$ cat config.mk
export PLATFORM = sky130hd
export DESIGN_NAME = chan_scan_mux_flat
export DESIGN_NICKNAME = d
export VERILOG_FILES = /design/src/rtl/chan_scan_mux_pkg.sv /design/src/rtl/chan_scan_mux_if.sv /design/src/rtl/chan_scan_mux_scan_prescaler.sv /design/src/rtl/chan_scan_mux.sv /design/src/flat_wrapper.sv
export SDC_FILE = /design/constraint.sdc
export NUM_CORES = 1
export LEC_CHECK = 0
export BUFFER_PORTS_ARGS = -buffer_cell sky130_fd_sc_hd__clkbuf_2
export CAP_MARGIN = 40
export CORE_ASPECT_RATIO = 1.25
export CORE_MARGIN = 2
export CORE_UTILIZATION = 45
export DETAILED_ROUTE_END_ITERATION = 10
export MAX_ROUTING_LAYER = met4
export PLACE_DENSITY = 0.66
export SYNTH_ARGS = -nofsm -noshare
export SYNTH_HDL_FRONTEND = slang
export SYNTH_SLANG_ARGS = --single-unit
export TNS_END_PERCENT = 50
$ cat constraint.sdc
create_clock -name clk -period 3.66 [get_ports clk]
set_input_delay 0.732 -clock clk [delete_from_list [all_inputs] [get_ports clk]]
set_output_delay 0.732 -clock clk [all_outputs]
set_load 0.005 [all_outputs]
$ cat src/rtl/chan_scan_mux_pkg.sv
// mux_pkg: shared types and next-enabled-channel search for chan_scan_mux
// Contents: mode_e, state_e, MAX_CH, next_en()
package mux_pkg;
    typedef enum logic {MODE_MANUAL = 1'b0, MODE_SCAN = 1'b1} mode_e;
    typedef enum logic {ST_RUN, ST_BLANK} state_e;
    localparam int MAX_CH = 32;
    // First enabled channel above cur (wrapping); cur itself when no other is enabled.
    function automatic int unsigned next_en(int unsigned cur, logic [MAX_CH-1:0] mask, int unsigned n);
        int unsigned r, c;
        logic [MAX_CH-1:0] m;
        logic found;
        r = cur;
        found = 1'b0;
        for (int unsigned i = 1; i < MAX_CH; i++) begin
            c = cur + i;
            if (c >= n) c = c - n;
            m = mask >> c;
            if (!found && i < n && m[0]) begin
                r = c;
                found = 1'b1;
            end
        end
        return r;
    endfunction
endpackage

$ cat src/rtl/chan_scan_mux_if.sv
// chan_scan_mux_if: channel data, selection controls and mux outputs
// master: drives data_in, sel, mode, ch_enable; slave: drives y, ch_idx, ch_change
interface chan_scan_mux_if
    import mux_pkg::*;
#(
    parameter int N_CH  = 4,
    parameter int WIDTH = 8
);
    localparam int SW = $clog2(N_CH);
    logic [N_CH*WIDTH-1:0] data_in;
    logic [SW-1:0]         sel;
    mode_e                 mode;
    logic [N_CH-1:0]       ch_enable;
    logic [WIDTH-1:0]      y;
    logic [SW-1:0]         ch_idx;
    logic                  ch_change;
    modport master(output data_in, sel, mode, ch_enable, input y, ch_idx, ch_change);
    modport slave(input data_in, sel, mode, ch_enable, output y, ch_idx, ch_change);
endinterface

$ cat src/rtl/chan_scan_mux_scan_prescaler.sv
// scan_prescaler: dwell counter 0..SCAN_DIV-1, tick on the terminal count
// Ports: clk, reset, clr (hold at 0), en (count), tick
module scan_prescaler #(
    parameter int SCAN_DIV = 100000
) (
    input  logic clk,
    input  logic reset,
    input  logic clr,
    input  logic en,
    output logic tick
);
    localparam int CW = $clog2(SCAN_DIV);
    logic [CW-1:0] cnt;
    assign tick = en && cnt == CW'(SCAN_DIV - 1);
    always_ff @(posedge clk) begin
        if (reset || clr) cnt <= '0;
        else if (en) cnt <= tick ? '0 : cnt + 1'b1;
    end
endmodule

$ cat src/rtl/chan_scan_mux.sv
// chan_scan_mux: N-channel registered word mux with manual select and timed auto-scan
// Ports: clk, reset (sync, active high), bus (chan_scan_mux_if.slave)
// Optional CHAN_SCAN_MUX_BLANK_EN: zero y for BLANK_CYCLES after each channel change
module chan_scan_mux
    import mux_pkg::*;
#(
    parameter int N_CH         = 4,
    parameter int WIDTH        = 8,
    parameter int SCAN_DIV     = 100000,
    parameter int BLANK_CYCLES = 2
) (
    input logic clk,
    input logic reset,
    chan_scan_mux_if.slave bus
);
    localparam int SW = $clog2(N_CH);
    logic scan, tick, change, all_off;
    logic [SW-1:0] idx, next_idx;
    logic [WIDTH-1:0] y_r, live;
    logic chg;
    assign scan = bus.mode == MODE_SCAN;
    scan_prescaler #(.SCAN_DIV(SCAN_DIV)) u_pre (
        .clk(clk),
        .reset(reset),
        .clr(!scan),
        .en(scan),
        .tick(tick)
    );
    // Out-of-range manual selects keep the current channel.
    always_comb next_idx = scan ? (tick ? SW'(next_en(32'(idx), MAX_CH'(bus.ch_enable), N_CH)) : idx)
                                : (32'(bus.sel) < N_CH ? bus.sel : idx);
    assign all_off = scan && bus.ch_enable == '0;
    assign live    = all_off ? '0 : bus.data_in[next_idx*WIDTH +: WIDTH];
    assign change  = next_idx != idx;
`ifdef CHAN_SCAN_MUX_BLANK_EN
    localparam int BW = $clog2(BLANK_CYCLES) + 1;
    state_e state;
    logic [BW-1:0] bcnt;
`endif
    always_ff @(posedge clk) begin
        if (reset) begin
            idx <= '0;
            y_r <= '0;
            chg <= 1'b0;
`ifdef CHAN_SCAN_MUX_BLANK_EN
            state <= ST_RUN;
            bcnt <= '0;
`endif
        end else begin
            idx <= next_idx;
            chg <= change;
`ifdef CHAN_SCAN_MUX_BLANK_EN
            // The change edge itself is the first blanked cycle; a change while blanked reloads.
            if (change) begin
                state <= ST_BLANK;
                bcnt <= BW'(BLANK_CYCLES - 1);
                y_r <= '0;
            end else if (state == ST_BLANK) begin
                if (bcnt == '0) begin
                    state <= ST_RUN;
                    y_r <= live;
                end else begin
                    bcnt <= bcnt - 1'b1;
                    y_r <= '0;
                end
            end else y_r <= live;
`else
            y_r <= live;
`endif
        end
    end
    assign bus.y         = y_r;
    assign bus.ch_idx    = idx;
    assign bus.ch_change = chg;
endmodule

$ cat src/flat_wrapper.sv
// flat-port wrapper written by rule: the top's interface ports become plain ports
module chan_scan_mux_flat import mux_pkg::*;
#(
    parameter int N_CH         = 4,
    parameter int WIDTH        = 8,
    parameter int SCAN_DIV     = 100000,
    parameter int BLANK_CYCLES = 2
)
  (clk, reset, bus_data_in, bus_sel, bus_mode, bus_ch_enable, bus_y, bus_ch_idx, bus_ch_change);
  chan_scan_mux_if #(.N_CH(N_CH), .WIDTH(WIDTH)) bus_i ();
  input logic clk;
  input logic reset;
  input wire logic [$bits(bus_i.data_in)-1:0] bus_data_in;
  input wire logic [$bits(bus_i.sel)-1:0] bus_sel;
  input wire logic [$bits(bus_i.mode)-1:0] bus_mode;
  input wire logic [$bits(bus_i.ch_enable)-1:0] bus_ch_enable;
  output wire logic [$bits(bus_i.y)-1:0] bus_y;
  output wire logic [$bits(bus_i.ch_idx)-1:0] bus_ch_idx;
  output wire logic [$bits(bus_i.ch_change)-1:0] bus_ch_change;
  assign bus_i.data_in = bus_data_in;
  assign bus_i.sel = bus_sel;
  assign bus_i.mode = bus_mode;
  assign bus_i.ch_enable = bus_ch_enable;
  assign bus_y = bus_i.y;
  assign bus_ch_idx = bus_i.ch_idx;
  assign bus_ch_change = bus_i.ch_change;
  chan_scan_mux #(.N_CH(N_CH), .WIDTH(WIDTH), .SCAN_DIV(SCAN_DIV), .BLANK_CYCLES(BLANK_CYCLES)) u_core (.clk(clk), .reset(reset), .bus(bus_i));
endmodule
Yosys cells after proc, flatten, opt, wreduce, memory -nomap -nowiden. Index checks and enable logic that the tools add are counted.

Add/subtract/negate cells: 7. $lt $le $gt $ge: 3. Equal/unequal tests: 2. Shift-type cells: 4. Muxes and demuxes: 11. Reductions and logical operators: 10.

Operators with widths (number): $ge A32 B3 Y1 const B (3); $mux W32 (3); $shr A4 B32 Y1 (3); $sub A32 B3 Y32 const B (3); $shiftx A32 B6 Y8 (1); $add A17 B1 Y17 const B (1); $eq A17 B17 Y1 const B (1); $mux W17 (1); $mux W2 (5); $add A2 B2 Y3 const B (2); $logic_and A1 B1 Y1 (4); $logic_not A4 Y1 (1); $add A2 B1 Y3 const B (1); $logic_not A1 Y1 (3); $mux W1 (2); $ne A2 B2 Y1 (1); $reduce_or A2 Y1 (1); $logic_or A1 B1 Y1 (1).

Register bits after elaboration: 28. Input bits: 41. Output and inout port bits: 11. Logic and storage cells: 41.

Depth between registers and ports, before layout.
Depth in word-level cells: 14. Gate-level depth with buffers: 12. Depth with buffers taken out: 8.

Hierarchy. From an unflattened synthesis, not the netlist that was laid out.

Cells, all modules: 178. Area total of the unflattened synthesis: 1647.8 um^2.

Modules (own cells, without submodules): scan_prescaler (instances 1, cells an instance 95, area each 838.3 um^2, seq. area each 340.3 um^2); chan_scan_mux (instances 1, cells an instance 83, area each 809.5 um^2, seq. area each 220.2 um^2).

Least setup slack after synthesis. OpenSTA, ideal clock, no wires.

Path type: register to register. Start point: reg u_core.idx[0] (netlist: u_core.bus.ch_idx[0]). End point: reg u_core.chg (netlist: u_core.bus.ch_change). Library setup time: 124 ps. Arrival time: 3122 ps. Data required time: 3536 ps. Slack: 413 ps. Stages on the path, launching flop included: 12. Buffers on the path: 3. Period minus slack after synthesis: 3247 ps. Cells stage by stage: dfxtp_1 buf_4 buf_2 inv_1 ha_1 mux2_2 a22o_1 a311oi_2 buf_6 mux2i_2 nor3_1 a2111o_1.

Longest elaborated chain between the ends: 14. Elaborated cells on any way between the ends: 27. Classes of those cells: add/sub (6); order compare (3); eq/ne (1); shift (3); mux (10); reduce/logical (4).

RTL lines: from (decl) (line chan_scan_mux.sv:18) `logic [SW-1:0] idx, next_idx;`; from (signal assigned) (line chan_scan_mux.sv:50) `idx <= next_idx;`; $add A2 B1 Y3 (line chan_scan_mux_pkg.sv:15) `c = cur + i;`; $sub A32 B3 Y32 or $ge A32 B3 Y1 (tied branches) (line chan_scan_mux_pkg.sv:16) `if (c >= n) c = c - n;`; $mux W32 (line chan_scan_mux_pkg.sv:16); $shr A4 B32 Y1 (line chan_scan_mux_pkg.sv:17) `m = mask >> c;`; $mux W1 (line chan_scan_mux_pkg.sv:18) `if (!found && i < n && m[0]) begin`; $logic_not A1 Y1 (line chan_scan_mux_pkg.sv:18); $logic_and A1 B1 Y1 (line chan_scan_mux_pkg.sv:18); $mux W1 (line chan_scan_mux_pkg.sv:18); $logic_not A1 Y1 (line chan_scan_mux_pkg.sv:18); $logic_and A1 B1 Y1 (line chan_scan_mux_pkg.sv:18); $mux W2 (line chan_scan_mux_pkg.sv:18); $mux W2 (2 in series) (line chan_scan_mux.sv:30) `always_comb next_idx = scan ? (tick ? SW'(next_en(32'(idx), MAX_CH'(bus.ch_enable), N_CH)) : idx)`; $ne A2 B2 Y1 (*) (line chan_scan_mux.sv:34) `assign change = next_idx != idx;`; to (signal assigned) (line chan_scan_mux.sv:51) `chg <= change;`; to (decl) (line chan_scan_mux.sv:20) `logic chg;`.

Mark *: on every way between the ends. The rest lies on a longest branch, timed or not. A chain may end at the register's enable or synchronous reset.

Worst setup path in the final report.
Start point: reg u_core.idx[1] (netlist: u_core.bus.ch_idx[1]). End point: reg u_core.y_r[7] (netlist: u_core.bus.y[7]).

Longest elaborated chain between the ends: 14. Elaborated cells on any way between the ends: 27. Classes of those cells: add/sub (6); order compare (3); shift (4); mux (10); reduce/logical (4).

RTL lines: $add A2 B1 Y3 (line chan_scan_mux_pkg.sv:15); $sub A32 B3 Y32 or $ge A32 B3 Y1 (tied branches) (line chan_scan_mux_pkg.sv:16); $mux W32 (line chan_scan_mux_pkg.sv:16); $shr A4 B32 Y1 (line chan_scan_mux_pkg.sv:17); $mux W1 (line chan_scan_mux_pkg.sv:18); $logic_not A1 Y1 (line chan_scan_mux_pkg.sv:18); $logic_and A1 B1 Y1 (line chan_scan_mux_pkg.sv:18); $mux W1 (line chan_scan_mux_pkg.sv:18); $logic_not A1 Y1 (line chan_scan_mux_pkg.sv:18); $logic_and A1 B1 Y1 (line chan_scan_mux_pkg.sv:18); $mux W2 (line chan_scan_mux_pkg.sv:18); $mux W2 (*) (2 in series) (line chan_scan_mux.sv:30); $shiftx A32 B6 Y8 (*) (line chan_scan_mux.sv:33) `assign live = all_off ? '0 : bus.data_in[next_idx*WIDTH +: WIDTH];`; to (signal assigned) (line chan_scan_mux.sv:68) `y_r <= live;`; to (decl) (line chan_scan_mux.sv:19) `logic [WIDTH-1:0] y_r, live;`.

Marked as above.

==> run metrics <==
Routability Congestion=about 0.83; # DRC=0; DRT Pass-1 Iters=4; routed wire length=around 5700 microns; slowest cell on the critical path=mux2i_1; CTS Buf Count=3; root buffer cell=clkbuf_8; total core area=between 4000 and 5000 sq um; H-tree Lvls=1; hold path start=u_core.u_pre.cnt[0]; initial antenna violation count=0; crit start category=flop; synthesis-to-layout area growth=16.8%; Die W=66.6 microns; Internal Pwr Total=0.526 mW; crit path cell chain=inv_1 > ha_1 > mux2_2 > a22o_1 > a311oi_2 > buf_4 > mux2i_1 > a221oi_1 > o22ai_1; post-cts hold buffer count=0; worst reg-to-reg setup slack=0.42 ns; Iteration-0 DRC Markers=102; vias in the first global route=between 2000 and 2500; Setup Crit Path Kind=reg2reg; Clock Power Share=0.257; setup slack after layout=around 0.42 ns; setup TNS=0 ns; Initial Utilization=0.466; Tightest Hold Check Type=reg2reg; antenna fix cells=0; Post-Syn Area=~2200 sq um; synth warn=0; Max Freq=~310 MHz; Yosys reg bits=28; Worst R2R Start=u_core.bus.ch_idx[1]; maximum resistive drop on vdd=around 160 uV; switch share=0.302; status=finished clean; wire length of the first global-routing pass=between 9000 and 10000 microns; worst reg2reg path depth=9; RSZ-0062 raised after global routing=no; ys flop type=dfxtp_1; CTS tree=done; Mapped Nets=around 300; Period minus WS final=approximately 3.2 ns; Die H=between 80 and 90 microns; worst slew pin tran=0.929 ns; nets=358; Yosys cell types=45; Vias=2188; largest net degree at the start of global routing=22; Syn Inst Count=about 260; Final Util=0.545; Crit path max-delay family=multiplexers; Final ANT Viol Nets=0; # setup viols final=0; CP max FO=9; # resized after CTS=0; Seq pwr share=0.433; ys async rst share=0; DR vias/cell=about 6; Max clock buf depth=2; num ports=between 50 and 60; LEAKAGE=between 1 and 1.5 nW; routed len/inst=roughly 15 microns; Critical Path AT=about 3.4 ns; mean post-synth cell area=8.42 sq um; PortBufs=slightly above 50; Worst Path Buf+Inv=2; Die ar.=roughly 5500 sq um; top cells by area, synth=dfxtp_1 25%, mux2i_1 17%, nor2_1 5.4%, o22ai_1 4.5%, xor2_1 4.4%; Post-synth EDFFs=0; reg-to-reg endpoint=u_core.bus.y[7]; clk sinks=28; Rel. slew slack=0.380; net load switching power=around 0.23 mW; CP peak stage delay=0.64 ns; Req. time, crit path=3.86 ns; Layout Skew=0.00396 ns; Comb pwr share=0.311; Final Hold Vio Count=0; final period utilization=0.884; fin. max-slew vios=0; Clock Pin Slew Worst Setup and Hold Paths=~0.1 ns; setup bufs post-CTS=0; Placement Setup Slack=between 0.4 and 0.5 ns; dpl hpwl=roughly 4300 microns; Min Hold Slack=about 0.46 ns; post-synthesis sequential area ratio=0.254; overall routing resource usage=0.222; Synth area leader=dfxtp_1; clk_lat worst skew=between 0.2 and 0.3 ns; WHS Endpoint=u_core.u_pre.cnt[0]; top-area cell type share of the netlist area=0.254; CP endpoint kind=flop; # rows=28; number of cells on the worst hold path=1; share of layout cells above drive strength 1=0.226; P per Cell Area=approximately 300 nW/um^2; max-cap violations=0; Congestion Overflow GR=0
-- power by group through the flow --
stage	registers (mW)	logic (mW)	clock network [mW]
floorplan	0.335	0.156	0
global placement	0.333	0.232	0
detailed placement	0.333	0.234	0
CTS	0.326	0.236	0.202
global route	0.327	0.259	0.212
finish	0.326	0.234	0.193
-- cell usage after synthesis, types with 6 or more instances --
cell type and count:
a211oi_1 10, a21oi_1 6, a221o_1 8, a221oi_1 8, clkbuf_1 8, dfxtp_1 28
ha_1 6, mux2i_1 37, nand2_1 16, nand3_1 9, nand4_1 12, nor2_1 32
o22ai_1 16, xor2_1 11
-- per-stage QoR --
stage                     instance area [sq um]  instances  power (mW)
final                                      2580        370       0.754
after floorplan                            2210        262       0.491
after global placement                     2520        366       0.565
after global routing                       2580        370       0.798
after detailed placement                   2520        366       0.568
after CTS                                  2580        370       0.764
-- final cells by class --
class                      instances  area (sq um)
clock buffer                       4          55.1
fill                             469          2150
inverter                           4          15.0
multi-input combinational        216          1560
sequential                        28           561
tap                               60          75.1
timing repair buffer              58           308
-- cell usage in the layout, fill, tap and decap left out, drive strengths merged, types with 9 or more instances in the layout --
cell,count
clkbuf,55
mux2i,38
nor2,32
dfxtp,28
nand2,16
o22ai,16
nand4,12
xor2,11
a211oi,10
nand3,9
-- flip-flops by register name, indices dropped and copies added (netlist names) --
name,cells
u_core.bus.ch_change,1
u_core.u_pre.cnt,17
u_core.bus.y,8
u_core.bus.ch_idx,2
-- worst max-delay path by stage --
stage	startpoint	to	slack [ns]	cells after the start
final	u_core.bus.ch_idx[1]	u_core.bus.y[7]	0.42	9
after global placement	u_core.bus.ch_idx[1]	u_core.bus.y[3]	0.51	9
after floorplan	u_core.bus.ch_idx[0]	u_core.bus.ch_change	0.41	11
after CTS	u_core.bus.ch_idx[1]	u_core.bus.y[7]	0.39	9
after detailed placement	u_core.bus.ch_idx[1]	u_core.bus.y[7]	0.42	9
after global routing	u_core.bus.ch_idx[1]	u_core.bus.y[1]	0.17	9
-- worst register-to-register path, stage by stage (launching register included) --
cell      delay, ns
dfxtp_1        0.48
inv_1          0.15
ha_1           0.38
mux2_2         0.35
a22o_1         0.24
a311oi_2       0.29
buf_4          0.27
mux2i_1        0.65
a221oi_1       0.17
o22ai_1        0.18
-- cell families after synthesis --
| kind of cell | Yosys count | share of synthesized area |
|---|---|---|
| AND/OR/NAND/NOR | 97 | 0.227 |
| AO/OA/AOI/OAI | 57 | 0.199 |
| multiplexers | 41 | 0.189 |
| XOR/XNOR | 15 | 0.0596 |
| buffers and inverters | 18 | 0.0374 |
| adder cells (fa/ha/maj) | 6 | 0.0340 |
| flip-flops | 28 | 0.254 |
-- layer usage --
metal	vias to the layer above	share of wire	wire, microns	track usage
met4	0	0.0041	23	0.0531
met2	59	0.53	2980	0.424
met5	-	0	0	-
met1	1024	0.42	2400	0.241
met3	2	0.047	265	0.0285
li1	1103	-	-	-
(Power assumes the default switching activity.)
